$ cat config.mk
export PLATFORM = sky130hd
export DESIGN_NAME = uart_tx_arb_flat
export DESIGN_NICKNAME = d
export VERILOG_FILES = /design/src/rtl/uart_tx_arb_if.sv /design/src/rtl/uart_tx_arb.sv /design/src/flat_wrapper.sv
export SDC_FILE = /design/constraint.sdc
export NUM_CORES = 1
export LEC_CHECK = 0
export ABC_AREA = 1
export CAP_MARGIN = 20
export CELL_PAD_IN_SITES_DETAIL_PLACEMENT = 1
export CELL_PAD_IN_SITES_GLOBAL_PLACEMENT = 2
export CORE_UTILIZATION = 33
export CTS_CLUSTER_DIAMETER = 200
export DETAILED_ROUTE_END_ITERATION = 8
export DONT_BUFFER_PORTS = 1
export GPL_ROUTABILITY_DRIVEN = 0
export HOLD_SLACK_MARGIN = 0.15
export PLACE_DENSITY_LB_ADDON = 0.1
export SYNTH_ARGS = -nofsm -noshare
export SYNTH_HDL_FRONTEND = slang
export SYNTH_SLANG_ARGS = --single-unit
$ cat constraint.sdc
create_clock -name clk -period 1.5 [get_ports clk]
set_input_delay 0.3 -clock clk [delete_from_list [all_inputs] [get_ports clk]]
set_output_delay 0.3 -clock clk [all_outputs]
set_load 0.05 [all_outputs]
$ cat src/rtl/uart_tx_arb_if.sv
// uart_tx_arb_if: request/ack handshake of two byte sources plus the uart_tx launch/done pair.
interface uart_tx_arb_if;
  logic       req0;
  logic       req1;
  logic       ack0;
  logic       ack1;
  logic       trmt;
  logic       tx_done;
  logic       busy;
  logic       tx_err;
  logic [7:0] tx_data0;
  logic [7:0] tx_data1;
  logic [7:0] tx_data;
  modport master (
    output req0, tx_data0, req1, tx_data1, tx_done,
    input  ack0, ack1, trmt, tx_data, busy, tx_err
  );
  modport slave (
    input  req0, tx_data0, req1, tx_data1, tx_done,
    output ack0, ack1, trmt, tx_data, busy, tx_err
  );
endinterface

$ cat src/rtl/uart_tx_arb.sv
// uart_tx_arb: round-robin arbiter sharing one uart_tx between two byte sources.
// Define UART_ARB_TIMEOUT_EN to abort a WAIT after TIMEOUT_CYC cycles with a tx_err pulse.
module uart_tx_arb #(
  parameter logic [15:0] TIMEOUT_CYC = 16'd4096
) (
  input logic          clk,
  input logic          rst,
  uart_tx_arb_if.slave bus
);
  typedef enum logic [1:0] {IDLE, SEND, WAIT, DONE} state_t;
  state_t state;
  state_t state_next;
  logic   gnt_id;
  logic   last;
  logic   tx_done_q;
  logic   done_ev;
  logic   pick;
  logic   timed_out;
  logic   trmt_next;
  logic   busy_next;
  logic   ack0_next;
  logic   ack1_next;
  logic   err_next;
  // only a rising tx_done counts, so a level left high by the previous frame is ignored
  assign done_ev = bus.tx_done & ~tx_done_q;
  assign pick    = (bus.req0 & bus.req1) ? ~last : bus.req1;
`ifdef UART_ARB_TIMEOUT_EN
  logic [15:0] cnt;
  assign timed_out = cnt == TIMEOUT_CYC - 16'd1;
  always_ff @(posedge clk or posedge rst)
    if (rst) cnt <= '0;
    else     cnt <= (state == WAIT) ? cnt + 16'd1 : '0;
`else
  assign timed_out = 1'b0;
`endif
  always_ff @(posedge clk or posedge rst)
    if (rst) begin
      state      <= IDLE;
      bus.trmt   <= 1'b0;
      bus.busy   <= 1'b0;
      bus.ack0   <= 1'b0;
      bus.ack1   <= 1'b0;
      bus.tx_err <= 1'b0;
    end else begin
      state      <= state_next;
      bus.trmt   <= trmt_next;
      bus.busy   <= busy_next;
      bus.ack0   <= ack0_next;
      bus.ack1   <= ack1_next;
      bus.tx_err <= err_next;
    end
  always_comb begin
    state_next = state;
    case (state)
      IDLE: state_next = (bus.req0 | bus.req1) ? SEND : IDLE;
      SEND: state_next = WAIT;
      WAIT: state_next = (done_ev | timed_out) ? DONE : WAIT;
      DONE: state_next = IDLE;
      default: state_next = IDLE;
    endcase
  end
  // outputs are computed from the next state so they land in flops aligned with it
  always_comb begin
    trmt_next = state_next == SEND;
    busy_next = state_next != IDLE;
    ack0_next = (state_next == DONE) & ~gnt_id;
    ack1_next = (state_next == DONE) & gnt_id;
`ifdef UART_ARB_TIMEOUT_EN
    err_next  = (state == WAIT) & (state_next == DONE) & ~done_ev;
`else
    err_next  = 1'b0;
`endif
  end
  always_ff @(posedge clk or posedge rst)
    if (rst) begin
      bus.tx_data <= 8'h00;
      gnt_id      <= 1'b0;
      last        <= 1'b1;
      tx_done_q   <= 1'b0;
    end else begin
      tx_done_q <= bus.tx_done;
      if (state == IDLE && (bus.req0 | bus.req1)) begin
        bus.tx_data <= pick ? bus.tx_data1 : bus.tx_data0;
        gnt_id      <= pick;
        last        <= pick;
      end
    end
endmodule

$ cat src/flat_wrapper.sv
// flat-port wrapper written by rule: the top's interface ports become plain ports
module uart_tx_arb_flat 
#(
  parameter logic [15:0] TIMEOUT_CYC = 16'd4096
)
  (clk, rst, bus_req0, bus_tx_data0, bus_req1, bus_tx_data1, bus_tx_done, bus_ack0, bus_ack1, bus_trmt, bus_tx_data, bus_busy, bus_tx_err);
  uart_tx_arb_if bus_i ();
  input logic clk;
  input logic rst;
  input wire logic [$bits(bus_i.req0)-1:0] bus_req0;
  input wire logic [$bits(bus_i.tx_data0)-1:0] bus_tx_data0;
  input wire logic [$bits(bus_i.req1)-1:0] bus_req1;
  input wire logic [$bits(bus_i.tx_data1)-1:0] bus_tx_data1;
  input wire logic [$bits(bus_i.tx_done)-1:0] bus_tx_done;
  output wire logic [$bits(bus_i.ack0)-1:0] bus_ack0;
  output wire logic [$bits(bus_i.ack1)-1:0] bus_ack1;
  output wire logic [$bits(bus_i.trmt)-1:0] bus_trmt;
  output wire logic [$bits(bus_i.tx_data)-1:0] bus_tx_data;
  output wire logic [$bits(bus_i.busy)-1:0] bus_busy;
  output wire logic [$bits(bus_i.tx_err)-1:0] bus_tx_err;
  assign bus_i.req0 = bus_req0;
  assign bus_i.tx_data0 = bus_tx_data0;
  assign bus_i.req1 = bus_req1;
  assign bus_i.tx_data1 = bus_tx_data1;
  assign bus_i.tx_done = bus_tx_done;
  assign bus_ack0 = bus_i.ack0;
  assign bus_ack1 = bus_i.ack1;
  assign bus_trmt = bus_i.trmt;
  assign bus_tx_data = bus_i.tx_data;
  assign bus_busy = bus_i.busy;
  assign bus_tx_err = bus_i.tx_err;
  uart_tx_arb #(.TIMEOUT_CYC(TIMEOUT_CYC)) u_core (.clk(clk), .rst(rst), .bus(bus_i));
endmodule
==> results.py <==
metrics = {
    "clocking": {
        "cts_setup_buffers": 0,
        "cts-root-buf": "clkbuf_4",
        "cts_buffers": 3,
        "cts.path.max_buffers": 2,
        "clkTransAtPathRegs_ns": 0.11,
        "clk_latency_ns": 0.29,
        "cts_tree": "yes",
        "cts_htree_levels": 1,
        "cts.sink_count": 17,
    },
    "routing": {
        "drc": 0,
        "routed_wirelength_mm": 1.80,
        "viasPerCell": 4.91,
        "antenna_left": 0,
        "vias": 629,
        "drtPass1Iterations": 2,
        "drt_iter0_drc": 4,
        "post_drt_wl_per_cell_um": 14.0,
    },
    "power_and_ir_drop": {
        "internal_power_w": 0.000989,
        "p_per_area_mw_per_mm2": 2400,
        "peakVddDrop_uv": 976,
        "switchingPower_w": 0.00117,
        "netSwitchingFraction_pct": 54.2,
        "clock_power_share_pct": 11.7,
        "p_leak_nw": 0.478,
        "p_seq_share_pct": 60.2,
        "p_comb_share_pct": 28.2,
    },
    "yosys": {
        "ys_top_cells_by_area": "dfrtp_1 (48%), nand2_1 (16%), nand3_1 (6.6%), nand2_2 (3.7%), inv_1 (3.6%)",
        "synthesis.area_um2": 836,
        "ys_seq_area_share_pct": 51.0,
        "yosys_warnings": 0,
        "synth_top_area_share_pct": 47.9,
        "yosys.area.top_type": "dfrtp_1",
        "synthCells": 96,
        "synth-edff-count": 0,
        "avgSynthCellArea_um2": 8.71,
        "synth-seq-cells": 17,
        "synth_ff_type": "dfrtp_1",
        "synthArstFlopShare_pct": 100,
        "ys_types": 20,
        "syn_nets": 119,
    },
    "global_routing": {
        "grt_pass1_vias": 646,
        "grt.overflow.total": 0,
        "antenna_found_initial": 0,
        "grt_max_degree": 18,
        "grt_pass1_wl_mm": 3.00,
        "grt_usage_pct": 15.4,
    },
    "finish": {
        "syn2layout_area_growth_pct": 7.78,
        "antenna_cells": 0,
        "layout_commonest_cell": "nand2_1",
        "fin_nets": 124,
        "fillers": 279,
        "final_cell_mix": "nand2_1 (35), dfrtp_1 (16), nand3_1 (11)",
        "drive_gt1_share_pct": 14.0,
    },
    "sta": {
        "maxSlewHeadroom_pct": 57.0,
        "layout_setup_ws_ns": 0.233,
        "finClkSkew_ns": 0.00504,
        "grt_setup_unrepaired": "false",
        "max_freq_mhz": 789,
        "period_needed_ns": 1.27,
        "hold_viol": 0,
        "worst_slew_pin_slew_ns": 0.645,
        "setup_viol": 0,
        "final_max_slew_viol_count": 0,
        "min_period_over_period_pct": 84.5,
        "fin_tns_setup_ns": 0,
    },
    "setup_path": {
        "ff2ff_path_depth": 7,
        "crit_chain": "inv_1, ha_1, inv_2, nor2_8, inv_4, nand2_1, nand2_1",
        "worst-setup-path-type": "flip-flop to flip-flop",
        "worst_ep_required_time_ns": 1.69,
        "start_kind": "flip-flop",
        "worst_path_max_delay_cell": "dfrtp_1",
        "worstPathMaxFanout": 12,
        "r2r_slack_ns": 0.23,
        "r2r-start": "u_core.state[0]",
        "crit_arrival_ns": 1.45,
        "critPathTopFamily": "flip-flops",
        "rr_endpoint": "u_core.bus.tx_data[7]",
        "endpoint_kind": "flip-flop",
        "cpPeakStageDelay_ns": 0.38,
        "critPathMostFrequentCell": "nand2_1",
        "critPathBufInv": 3,
    },
    "run_status": {
        "status": "finished clean",
    },
    "floorplanning": {
        "core_mm2": 0.00230,
        "start_util_pct": 36.4,
        "io_pins": 34,
        "placementRows": 17,
        "dieArea_mm2": 0.00274,
        "die_h_um": 52.3,
        "die_w_um": 52.3,
    },
    "placement": {
        "hpwl_mm": 1.34,
        "place_ws_ns": 0.223,
        "port_buffers": 0,
    },
    "min_path": {
        "hold_path_end": "u_core.bus.tx_data[6]",
        "min-delay-start": "bus_tx_data0[6]",
        "hold_depth": 4,
        "hold_class": "input port to flip-flop",
    },
    "flow_run": {
        "cap_viol_max_count": 0,
    },
}
-- timing repair --
| item | 4_1_cts | 5_1_grt |
|---|---|---|
| gates resized for setup | 0 | 0 |
| hold buffers | 3 | 0 |
| endpoints found under the hold margin | 18 | 0 |
-- metal layers --
layer  vias up  routed length, um  global-route usage [%]
met5         -                  0                       0
met1       302                817                    20.5
li1        305                  -                       -
met3         2                129                    5.22
met2        20                834                    23.0
met4         0                 13                    5.26
-- logic make-up (layout without fill, tap and decap cells) --
| family | Yosys count | count (layout) | synth area share (%) |
|---|---|---|---|
| AND/OR/NAND/NOR | 61 | 61 | 36.4 |
| AO/OA/AOI/OAI | 2 | 2 | 1.20 |
| adder cells (fa/ha/maj) | 2 | 2 | 2.99 |
| flip-flops | 17 | 17 | 51.0 |
| buffers and inverters | 13 | 17 | 7.93 |
| other | 1 | 1 | 0.449 |
-- Yosys cell counts, types with 2 or more instances --
cell type and n:
inv_1 8, ha_1 2, nand3b_1 4, nand2_1 35, nand3_1 11, nor2_1 2, buf_4 2, nand2_2 5
dfrtp_1 16
-- per-stage QoR --
step	hold slack [ns]	total power [W]	utilization, %	area [um^2]	cells
2_1_floorplan	0.225	0.00181	-	836	96
3_3_place_gp	0.312	0.00191	36.8	845	121
3_5_place_dp	0.316	0.00193	36.8	845	121
4_1_cts	0.217	0.00218	39.2	901	128
5_1_grt	0.231	0.00233	39.2	901	128
6_report	0.217	0.00216	39.2	901	128
-- power groups by stage --
stage               logic, W  clock network, W  registers [W]
floorplan           0.000528                 0        0.00128
global placement    0.000601                 0        0.00131
detailed placement  0.000619                 0        0.00131
CTS                 0.000626          0.000255        0.00130
global route        0.000716          0.000287        0.00133
finish              0.000608          0.000251        0.00130
-- tightest hold or removal path: cells and delay by family --
| family | cells | cell delay [ns] |
|---|---|---|
| and+or+nand+nor | 4 | 0.17 |
-- state kept, by name, summed over array words and instances, names as in the netlist --
name                flops
u_core.bus.tx_data      8
u_core.state            2
u_core.bus.ack0         1
u_core.bus.ack1         1
u_core.bus.busy         1
u_core.bus.trmt         1
u_core.gnt_id           1
u_core.last             1
u_core.tx_done_q        1
-- how the worst max path moves through the flow --
stage / startpoint / end / slack [ns] / cells after the start
after global placement: u_core.state[0] / u_core.bus.tx_data[5] / 0.27 / 7
after detailed placement: u_core.state[0] / u_core.bus.tx_data[7] / 0.22 / 7
final: u_core.state[0] / u_core.bus.tx_data[7] / 0.23 / 7
after global routing: u_core.state[0] / u_core.bus.tx_data[5] / 0.11 / 7
after CTS: u_core.state[0] / u_core.bus.tx_data[7] / 0.21 / 7
after floorplan: u_core.state[0] / u_core.bus.tx_data[0] / 0.28 / 8
-- final cells by class --
type	instances	area (um^2)	share of cell area (%)
Clock buffer	4	26.3	2.92
Inverter	10	40.0	4.44
Multi-Input combinational cell	66	343	38.1
Sequential cell	17	427	47.4
Tap cell	28	35.0	3.89
Timing Repair Buffer	3	30.0	3.33
Note: power is estimated with default switching activity, not from simulation.
